[config.mk]
export PLATFORM = sky130hd
export DESIGN_NAME = mem_scanout
export DESIGN_NICKNAME = d
export VERILOG_FILES = /design/src/rtl/scanout_pkg.sv /design/src/rtl/scanout_fifo.sv /design/src/rtl/mem_scanout.sv
export SDC_FILE = /design/constraint.sdc
export NUM_CORES = 1
export LEC_CHECK = 0
export ABC_AREA = 1
export ABC_CLOCK_PERIOD_IN_PS = 5800
export CORE_UTILIZATION = 50
export CTS_CLUSTER_DIAMETER = 120
export DETAILED_ROUTE_END_ITERATION = 16
export PLACE_DENSITY_LB_ADDON = 0.05
export SLEW_MARGIN = 0
export SYNTH_ARGS = -nofsm -noshare
export SYNTH_HDL_FRONTEND = slang
export SYNTH_SLANG_ARGS = --single-unit
[constraint.sdc]
create_clock -name clock -period 5.8 [get_ports clock]
set_input_delay 1.16 -clock clock [delete_from_list [all_inputs] [get_ports clock]]
set_output_delay 1.16 -clock clock [all_outputs]
set_load 0.005 [all_outputs]
[src/rtl/scanout_pkg.sv]
// Shared types and default sizing for the mem_scanout frame reader.
package scanout_pkg;
  localparam int unsigned A_DEF     = 10;
  localparam int unsigned S_DEF     = 24;
  localparam int unsigned DEPTH_DEF = 512;

  typedef enum logic [1:0] {
    IDLE,
    RUN,
    DRAIN
  } state_t;
endpackage

[src/rtl/scanout_fifo.sv]
// Two-entry FIFO buffering memory read data ahead of the pixel stream.
module scanout_fifo #(
  parameter int unsigned S = 24
) (
  input  logic         clock,
  input  logic         reset,
  input  logic         push_i,
  input  logic         pop_i,
  input  logic [S-1:0] wdata_i,
  output logic [S-1:0] rdata_o,
  output logic         full_o,
  output logic         empty_o,
  output logic [1:0]   count_o
);
  logic [S-1:0] mem_q [2];
  logic         wr_ptr_q, rd_ptr_q;
  logic [1:0]   count_q;
  logic         do_push, do_pop;

  assign full_o  = (count_q == 2'd2);
  assign empty_o = (count_q == 2'd0);
  assign count_o = count_q;
  assign rdata_o = mem_q[rd_ptr_q];

  // A push into a full FIFO is accepted only when the head leaves in the same cycle.
  assign do_pop  = pop_i && !empty_o;
  assign do_push = push_i && (!full_o || do_pop);

  always_ff @(posedge clock or posedge reset) begin
    if (reset) begin
      for (int unsigned i = 0; i < 2; i++) mem_q[i] <= '0;
      wr_ptr_q <= 1'b0;
      rd_ptr_q <= 1'b0;
      count_q  <= '0;
    end else begin
      if (do_push) begin
        mem_q[wr_ptr_q] <= wdata_i;
        wr_ptr_q        <= ~wr_ptr_q;
      end
      if (do_pop) rd_ptr_q <= ~rd_ptr_q;
      count_q <= count_q + 2'(do_push) - 2'(do_pop);
    end
  end
endmodule

[src/rtl/mem_scanout.sv]
// Scans DEPTH words out of a 1-cycle-latency memory into a valid/ready pixel stream.
// Define SCANOUT_LOOP_EN to restart each frame automatically after the first start.
module mem_scanout
  import scanout_pkg::*;
#(
  parameter int unsigned A     = A_DEF,
  parameter int unsigned S     = S_DEF,
  parameter int unsigned DEPTH = DEPTH_DEF
) (
  input  logic         clock,
  input  logic         reset,
  input  logic         start,
  output logic [A-1:0] mem_address,
  input  logic [S-1:0] mem_data,
  output logic [S-1:0] pix_data,
  output logic         pix_valid,
  input  logic         pix_ready,
  output logic         pix_last,
  output logic         busy,
  output logic         frame_done
);
  state_t       state_q;
  logic [A-1:0] addr_q;
  logic         inflight_q, inflight_last_q;
  logic         frame_done_q;

  logic [S:0]   fifo_rdata;
  logic         fifo_full, fifo_empty;
  logic [1:0]   fifo_count;
  logic         pop, issue, addr_last;
  logic [2:0]   occ;

  scanout_fifo #(.S(S + 1)) u_fifo (
    .clock   (clock),
    .reset   (reset),
    .push_i  (inflight_q),
    .pop_i   (pop),
    .wdata_i ({inflight_last_q, mem_data}),
    .rdata_o (fifo_rdata),
    .full_o  (fifo_full),
    .empty_o (fifo_empty),
    .count_o (fifo_count)
  );

  assign pix_valid   = !fifo_empty;
  assign pix_data    = fifo_rdata[S-1:0];
  assign pix_last    = !fifo_empty && fifo_rdata[S];
  assign pop         = pix_valid && pix_ready;
  assign mem_address = addr_q;
  assign busy        = (state_q != IDLE);
  assign frame_done  = frame_done_q;
  assign addr_last   = (addr_q == A'(DEPTH - 1));

  // Occupancy counts the head leaving this cycle as already gone, so reads keep
  // streaming at one per cycle while the sink accepts every pixel.
  assign occ = 3'(fifo_count) - 3'(pop) + 3'(inflight_q);

  always_comb begin
    issue = 1'b0;
    unique case (state_q)
      IDLE:    issue = start;
      RUN:     issue = (occ < 3'd2);
      default: issue = 1'b0;
    endcase
  end

  always_ff @(posedge clock or posedge reset) begin
    if (reset) begin
      state_q         <= IDLE;
      addr_q          <= '0;
      inflight_q      <= 1'b0;
      inflight_last_q <= 1'b0;
      frame_done_q    <= 1'b0;
    end else begin
      inflight_q   <= issue;
      frame_done_q <= 1'b0;
      if (issue) begin
        inflight_last_q <= addr_last;
        if (addr_last) begin
          addr_q  <= '0;
          state_q <= DRAIN;
        end else begin
          addr_q  <= addr_q + A'(1);
          state_q <= RUN;
        end
      end
      if (state_q == DRAIN && pop && fifo_rdata[S]) begin
        frame_done_q <= 1'b1;
`ifdef SCANOUT_LOOP_EN
        state_q      <= RUN;
`else
        state_q      <= IDLE;
`endif
      end
    end
  end

  assert property (@(posedge clock) disable iff (reset) !(inflight_q && fifo_full && !pop));
endmodule

==> out/metrics.csv, run 1 <==
metric,value,unit
outcome,finished clean,
worst_pin_slew,1.13,ns
skew,0.00980,ns
htree_levels,3,
dieArea,6990,um2
grt_overflow,0,
finalSetupViolCount,0,
coreArea,6390,um2
wl_met1,3.16,mm
cts_made_buffers,9,
cts_sinks,69,
cts_tree,yes,
wl_per_cell,11.8,um
synth_mux_area_frac,0,
synth.avg_cell_area,8.35,um2
antenna_found_initial,0,
max_stage_delay,0.45,ns
fmax,295,MHz
crit_buf_inv,2,
p_seq_frac,0.365,
synth_top_family_by_area,simple AND/OR/NAND/NOR gates,
crit_family,simple AND/OR/NAND/NOR gates,
end_kind,register,
drtAntennaViolNets,0,
drt_first_pass_iters,4,
dr_total_vias,2648,
drive_above_1_share,0.101,
synth_top_area_frac,0.518,
ctsRootBufferMaster,clkbuf_8,
antenna_cells,0,
fin_crit,3.39,ns
worstRegToRegCells,10,
clk_latency,0.33,ns
final_nets,494,
die_y,83.6,um
row_count,29,
hold_buffers,0,
synthXorXnorAreaFrac,0.0158,
worstPathArrival,3.64,ns
critPathRequiredTime,6.05,ns
leakage,2.13,nW
grt_max_degree,56,
wl,6.41,mm
yosys_register_bits,69,
pwr-share-clk,0.181,
io_buffers,65,
via_per_inst,4.88,
synth_area_leaders,"dfrtp_1 52%, nand2_1 18%, o21ai_2 5.0%",
critPathLaunchType,primary input,
max_slew_margin,0.246,
met2_length,2.90,mm
p_per_area,518,nW/um2
top_layer,met4,
wl_met3,235,um
syn2layout_area_growth,25.4,%
gp_routability_congestion,0.778,
rsz0062_at_grt,no,
critPathKind,primary input to register,
comb_power_share,0.454,
hpwl,4.19,mm
final_cells,543,
seq_area_frac_synth,0.518,
sw_frac_of_total,0.369,
hold_path.startpoint,u_fifo.mem_q[33]$_DFFE_PP0P_,
synth_compound_area_frac,0.107,
r2r_start,u_fifo.count_o[1]$_DFF_PP0_,
drc,0,
syn_nets,432,
p_switching,0.799,mW
start_util,0.522,
slew_viol_final,0,
syn_area,3330,um2
post-place-cells,527,
hold_viol_final,0,
synth_fa_ha_area_frac,0.0210,
syn_inst,399,
hold_class,register to register,
peakVddDrop,0.365,mV
cap_violations,0,
drt-initial-drc-count,110,
pin_count,66,
critical-path-slowest-cell,clkdlybuf4s50_1,
worstPathCellList,clkdlybuf4s50_1 -> inv_1 -> a21oi_1 -> ha_1 -> nor2_1 -> fa_1 -> nor3_2 -> nand2_2 -> nand2_4 -> nand3_1 -> o21ai_0,
grt_pass1_vias,2578,
grt_usage,0.201,
cts.path.max_buffers,2,
setup_tns,0,ns
grt_pass1_wl,11.3,mm
cts_resized,0,
synthSimpleGateAreaFrac,0.250,
p_int,1.37,mW
path_depth,11,
r2r_end,mem_address[0]$_DFFE_PP0P_,
synth_warnings,0,
post-cts-setup-buffers,0,
ys_types,28,
yosysTopAreaCell,dfrtp_1,
finalCritPeriodShare,0.585,
min_to,u_fifo.mem_q[33]$_DFFE_PP0P_,
reg2reg_slack,3.19,ns
path_max_fanout,19,
die_w,83.6,um
holdPathStages,2,
path_clk_slew,0.08,ns
[state kept, by name, indices dropped and copies added (netlist names)]
| name | flops |
|---|---|
| frame_done | 1 |
| u_fifo.mem_q | 50 |
| inflight_q | 1 |
| mem_address | 10 |
| inflight_last_q | 1 |
| u_fifo.wr_ptr_q | 1 |
| state_q | 2 |
| u_fifo.count_o | 2 |
| u_fifo.rd_ptr_q | 1 |
[cells by family (layout without fill, tap and decap cells)]
kind of cell,Yosys count,after routing
xor+xnor,6,6
buf+inv,62,129
fa+ha+maj,5,5
simple gates,200,200
compound gates,57,57
flops,69,69
[Yosys cell counts, drive strengths merged]
cell / number
o21ai: 56
or2: 1
a21oi: 1
buf: 11
clkbuf: 6
nand2: 160
nand4: 4
fa: 1
nor3: 1
and2: 1
xor2: 5
dfrtp: 69
xnor2: 1
ha: 4
nand3: 22
inv: 45
nand3b: 1
nor2: 10
[layout by cell type (no fill, tap or decap), drive strengths merged, types with 2 or more instances in the layout]
master / instances
buf: 3
xor2: 5
nor2: 10
clkdlybuf4s50: 65
nand2: 160
ha: 4
clkinv: 2
nand3: 22
nand4: 4
o21ai: 56
inv: 45
dfrtp: 69
clkbuf: 13
[stage by stage]
| stage | power, mW | setup WS, ns | instance area, um2 | hold WS [ns] | utilization |
|---|---|---|---|---|---|
| floorplan | 1.43 | 2.78 | 3330 | 0.453 | - |
| global placement | 1.77 | 2.17 | 3980 | 0.462 | 0.623 |
| detailed placement | 1.79 | 2.07 | 3980 | 0.467 | 0.623 |
| CTS | 2.19 | 2.41 | 4180 | 0.483 | 0.654 |
| global route | 2.36 | 2.23 | 4180 | 0.497 | 0.654 |
| finish | 2.17 | 2.41 | 4180 | 0.483 | 0.654 |
[cell type report]
| cell class | count | area (um2) |
|---|---|---|
| fill | 569 | 2210 |
| inverter | 45 | 169 |
| timing repair buffer | 68 | 673 |
| sequential | 69 | 1730 |
| clock buffer | 13 | 159 |
| clock inverter | 3 | 43.8 |
| tap | 77 | 96.3 |
| multi-input combinational | 268 | 1310 |
[layer usage]
layer  up-vias  track usage
li1       1361            -
met3         8       0.0366
met5         -            0
met4         0       0.0878
met2        48        0.322
met1      1231        0.267
[worst register-to-register path, cell delays in order (launching register included)]
cell,delay (ns)
dfrtp_1,0.40
inv_1,0.12
a21oi_1,0.32
ha_1,0.32
nor2_1,0.13
fa_1,0.44
nor3_2,0.21
nand2_2,0.17
nand2_4,0.20
nand3_1,0.12
o21ai_0,0.11
[how the worst max path moves through the flow]
| stage | slack [ns] | endpoint | start |
|---|---|---|---|
| final | 2.41 | mem_address[0]$_DFFE_PP0P_ | pix_ready |
| after global placement | 2.17 | mem_address[8]$_DFFE_PP0P_ | pix_ready |
| after global routing | 2.23 | mem_address[8]$_DFFE_PP0P_ | pix_ready |
| after detailed placement | 2.07 | mem_address[8]$_DFFE_PP0P_ | pix_ready |
| after floorplan | 2.78 | mem_address[8]$_DFFE_PP0P_ | pix_ready |
| after CTS | 2.41 | mem_address[8]$_DFFE_PP0P_ | pix_ready |
[power groups by stage]
stage	clock (mW)	sequential [mW]	combinational, mW
6_report	0.392	0.791	0.982
4_1_cts	0.400	0.790	1.00
3_3_place_gp	0	0.791	0.977
5_1_grt	0.423	0.818	1.12
3_5_place_dp	0	0.797	0.997
2_1_floorplan	0	0.773	0.656
Power figures use the tool's default switching activity.
==> inputs of run 2 (changes only) <==
Settings changed: ABC_CLOCK_PERIOD_IN_PS 5800 to 2900, CORE_UTILIZATION 50 to 47.
Clock period 5.8 ns to 2.9 ns, I/O delays scaled along.
==> out/metrics.csv, run 2 (synthesized netlist as in run 1, its figures left out) <==
metric,value,unit
wl,6.58,mm
peakVddDrop,0.640,mV
critPathLaunchType,primary input,
grt_pass1_vias,2528,
dr_total_vias,2678,
cap_violations,0,
wl_per_cell,11.6,um
slew_viol_final,0,
largest_reg_flops,50,
drt_first_pass_iters,4,
critPathKind,primary input to register,
antenna_cells,0,
row_count,30,
largest_register,u_fifo.mem_q,
fin_ws,0.355,ns
worst_pin_slew,0.494,ns
grt_overflow,0,
critPathRequiredTime,3.13,ns
pin_count,66,
htree_levels,3,
hold_viol_final,0,
antenna_found_initial,0,
syn2layout_area_growth,28.4,%
final_nets,498,
leakage,2.17,nW
cts_resized,0,
grt_pass1_wl,11.5,mm
die_y,86.2,um
finalSetupViolCount,0,
hold_class,register to register,
die_w,86.2,um
final_common_cell,nand2_1,
via_per_inst,4.73,
drive_above_1_share,0.111,
end_kind,register,
gp_routability_congestion,0.739,
drtAntennaViolNets,0,
fmax,393,MHz
skew,0.00908,ns
preCtsSetupSlack,-0.000196,ns
start_util,0.488,
ctsRootBufferMaster,clkbuf_8,
utilization,0.626,
finalCritPeriodShare,0.878,
io_buffers,65,
p_per_area,1050,nW/um2
path_max_fanout,19,
clk_latency,0.34,ns
dieArea,7430,um2
cts_sinks,69,
path_clk_slew,0.07,ns
grt_usage,0.199,
hpwl,4.32,mm
cts_made_buffers,9,
coreArea,6830,um2
cts.path.max_buffers,2,
cts_tree,yes,
worstPathArrival,2.78,ns
drt-initial-drc-count,133,
outcome,finished clean,
setup_tns,0,ns
hold_buffers,0,
grt_max_degree,43,
max_slew_margin,0.670,
drc,0,
rsz0062_at_grt,no,
layout_common_cells,"158 x nand2_1, 69 x dfrtp_1, 65 x clkdlybuf4s50_1",
fin_crit,2.55,ns
post-cts-setup-buffers,0,
==> run 2: changes by cell type in the layout (fill, tap and decap cells not counted), sizes merged <==
cell    delta
clkbuf     -2
buf        +4
inv        +1
bufinv     +1
==> run 2: critical path: stages <==
cell	delay, ns
clkdlybuf4s50_1	0.45
inv_1	0.05
a21oi_1	0.16
ha_1	0.28
nor2_1	0.15
fa_1	0.44
nor3_2	0.18
nand2_2	0.09
nand2_4	0.18
nand3_1	0.09
nand2_1	0.06
nand2_1	0.05
==> run 2: area by class of cell <==
type	count	area, um2
Fill cell	650	2550
Sequential cell	69	1730
Multi-Input combinational cell	268	1310
Timing Repair Buffer	72	728
Inverter	45	169
Clock buffer	11	141
Tap cell	96	120
Clock inverter	5	82.6
==> run 2: metrics by stage <==
step | cells | instance area [um2] | hold WS [ns] | power [mW]
after detailed placement | 550 | 4060 | 0.468 | 3.65
after global placement | 550 | 4060 | 0.465 | 3.60
after floorplan | 399 | 3330 | 0.453 | 2.86
after global routing | 566 | 4280 | 0.495 | 4.87
final | 566 | 4280 | 0.483 | 4.48
after CTS | 566 | 4280 | 0.487 | 4.53
==> run 2: per-layer routing <==
metal	up-vias	track usage	part of all wire	routed length (um)
li1	1372	-	-	-
met1	1243	0.273	0.49	3220
met2	54	0.315	0.45	2980
met3	9	0.0429	0.043	283
met4	0	0.0682	0.015	97
met5	-	0	0	0
==> run 2: worst paths after layout <==
path | startpoint | to | slack [ns] | cells past startpoint
min in group asynchronous | reset | u_fifo.mem_q[43]$_DFFE_PP0P_ | 0.55 | 2
min reg2reg | u_fifo.mem_q[32]$_DFFE_PP0P_ | u_fifo.mem_q[32]$_DFFE_PP0P_ | 0.48 | 2
max reg2reg | u_fifo.count_o[1]$_DFF_PP0_ | mem_address[8]$_DFFE_PP0P_ | 0.55 | 11
max | pix_ready | mem_address[8]$_DFFE_PP0P_ | 0.35 | 12
min | u_fifo.mem_q[32]$_DFFE_PP0P_ | u_fifo.mem_q[32]$_DFFE_PP0P_ | 0.48 | 2
max in group asynchronous | reset | u_fifo.mem_q[22]$_DFFE_PP0P_ | 1.62 | 3
==> run 2: power by group <==
group	internal (mW)	total, mW	leakage (nW)	switching (mW)
clock network	0.511	0.869	0.114	0.358
registers	1.36	1.58	0.875	0.224
logic	0.980	2.03	1.18	1.05
total	2.85	4.48	2.17	1.63
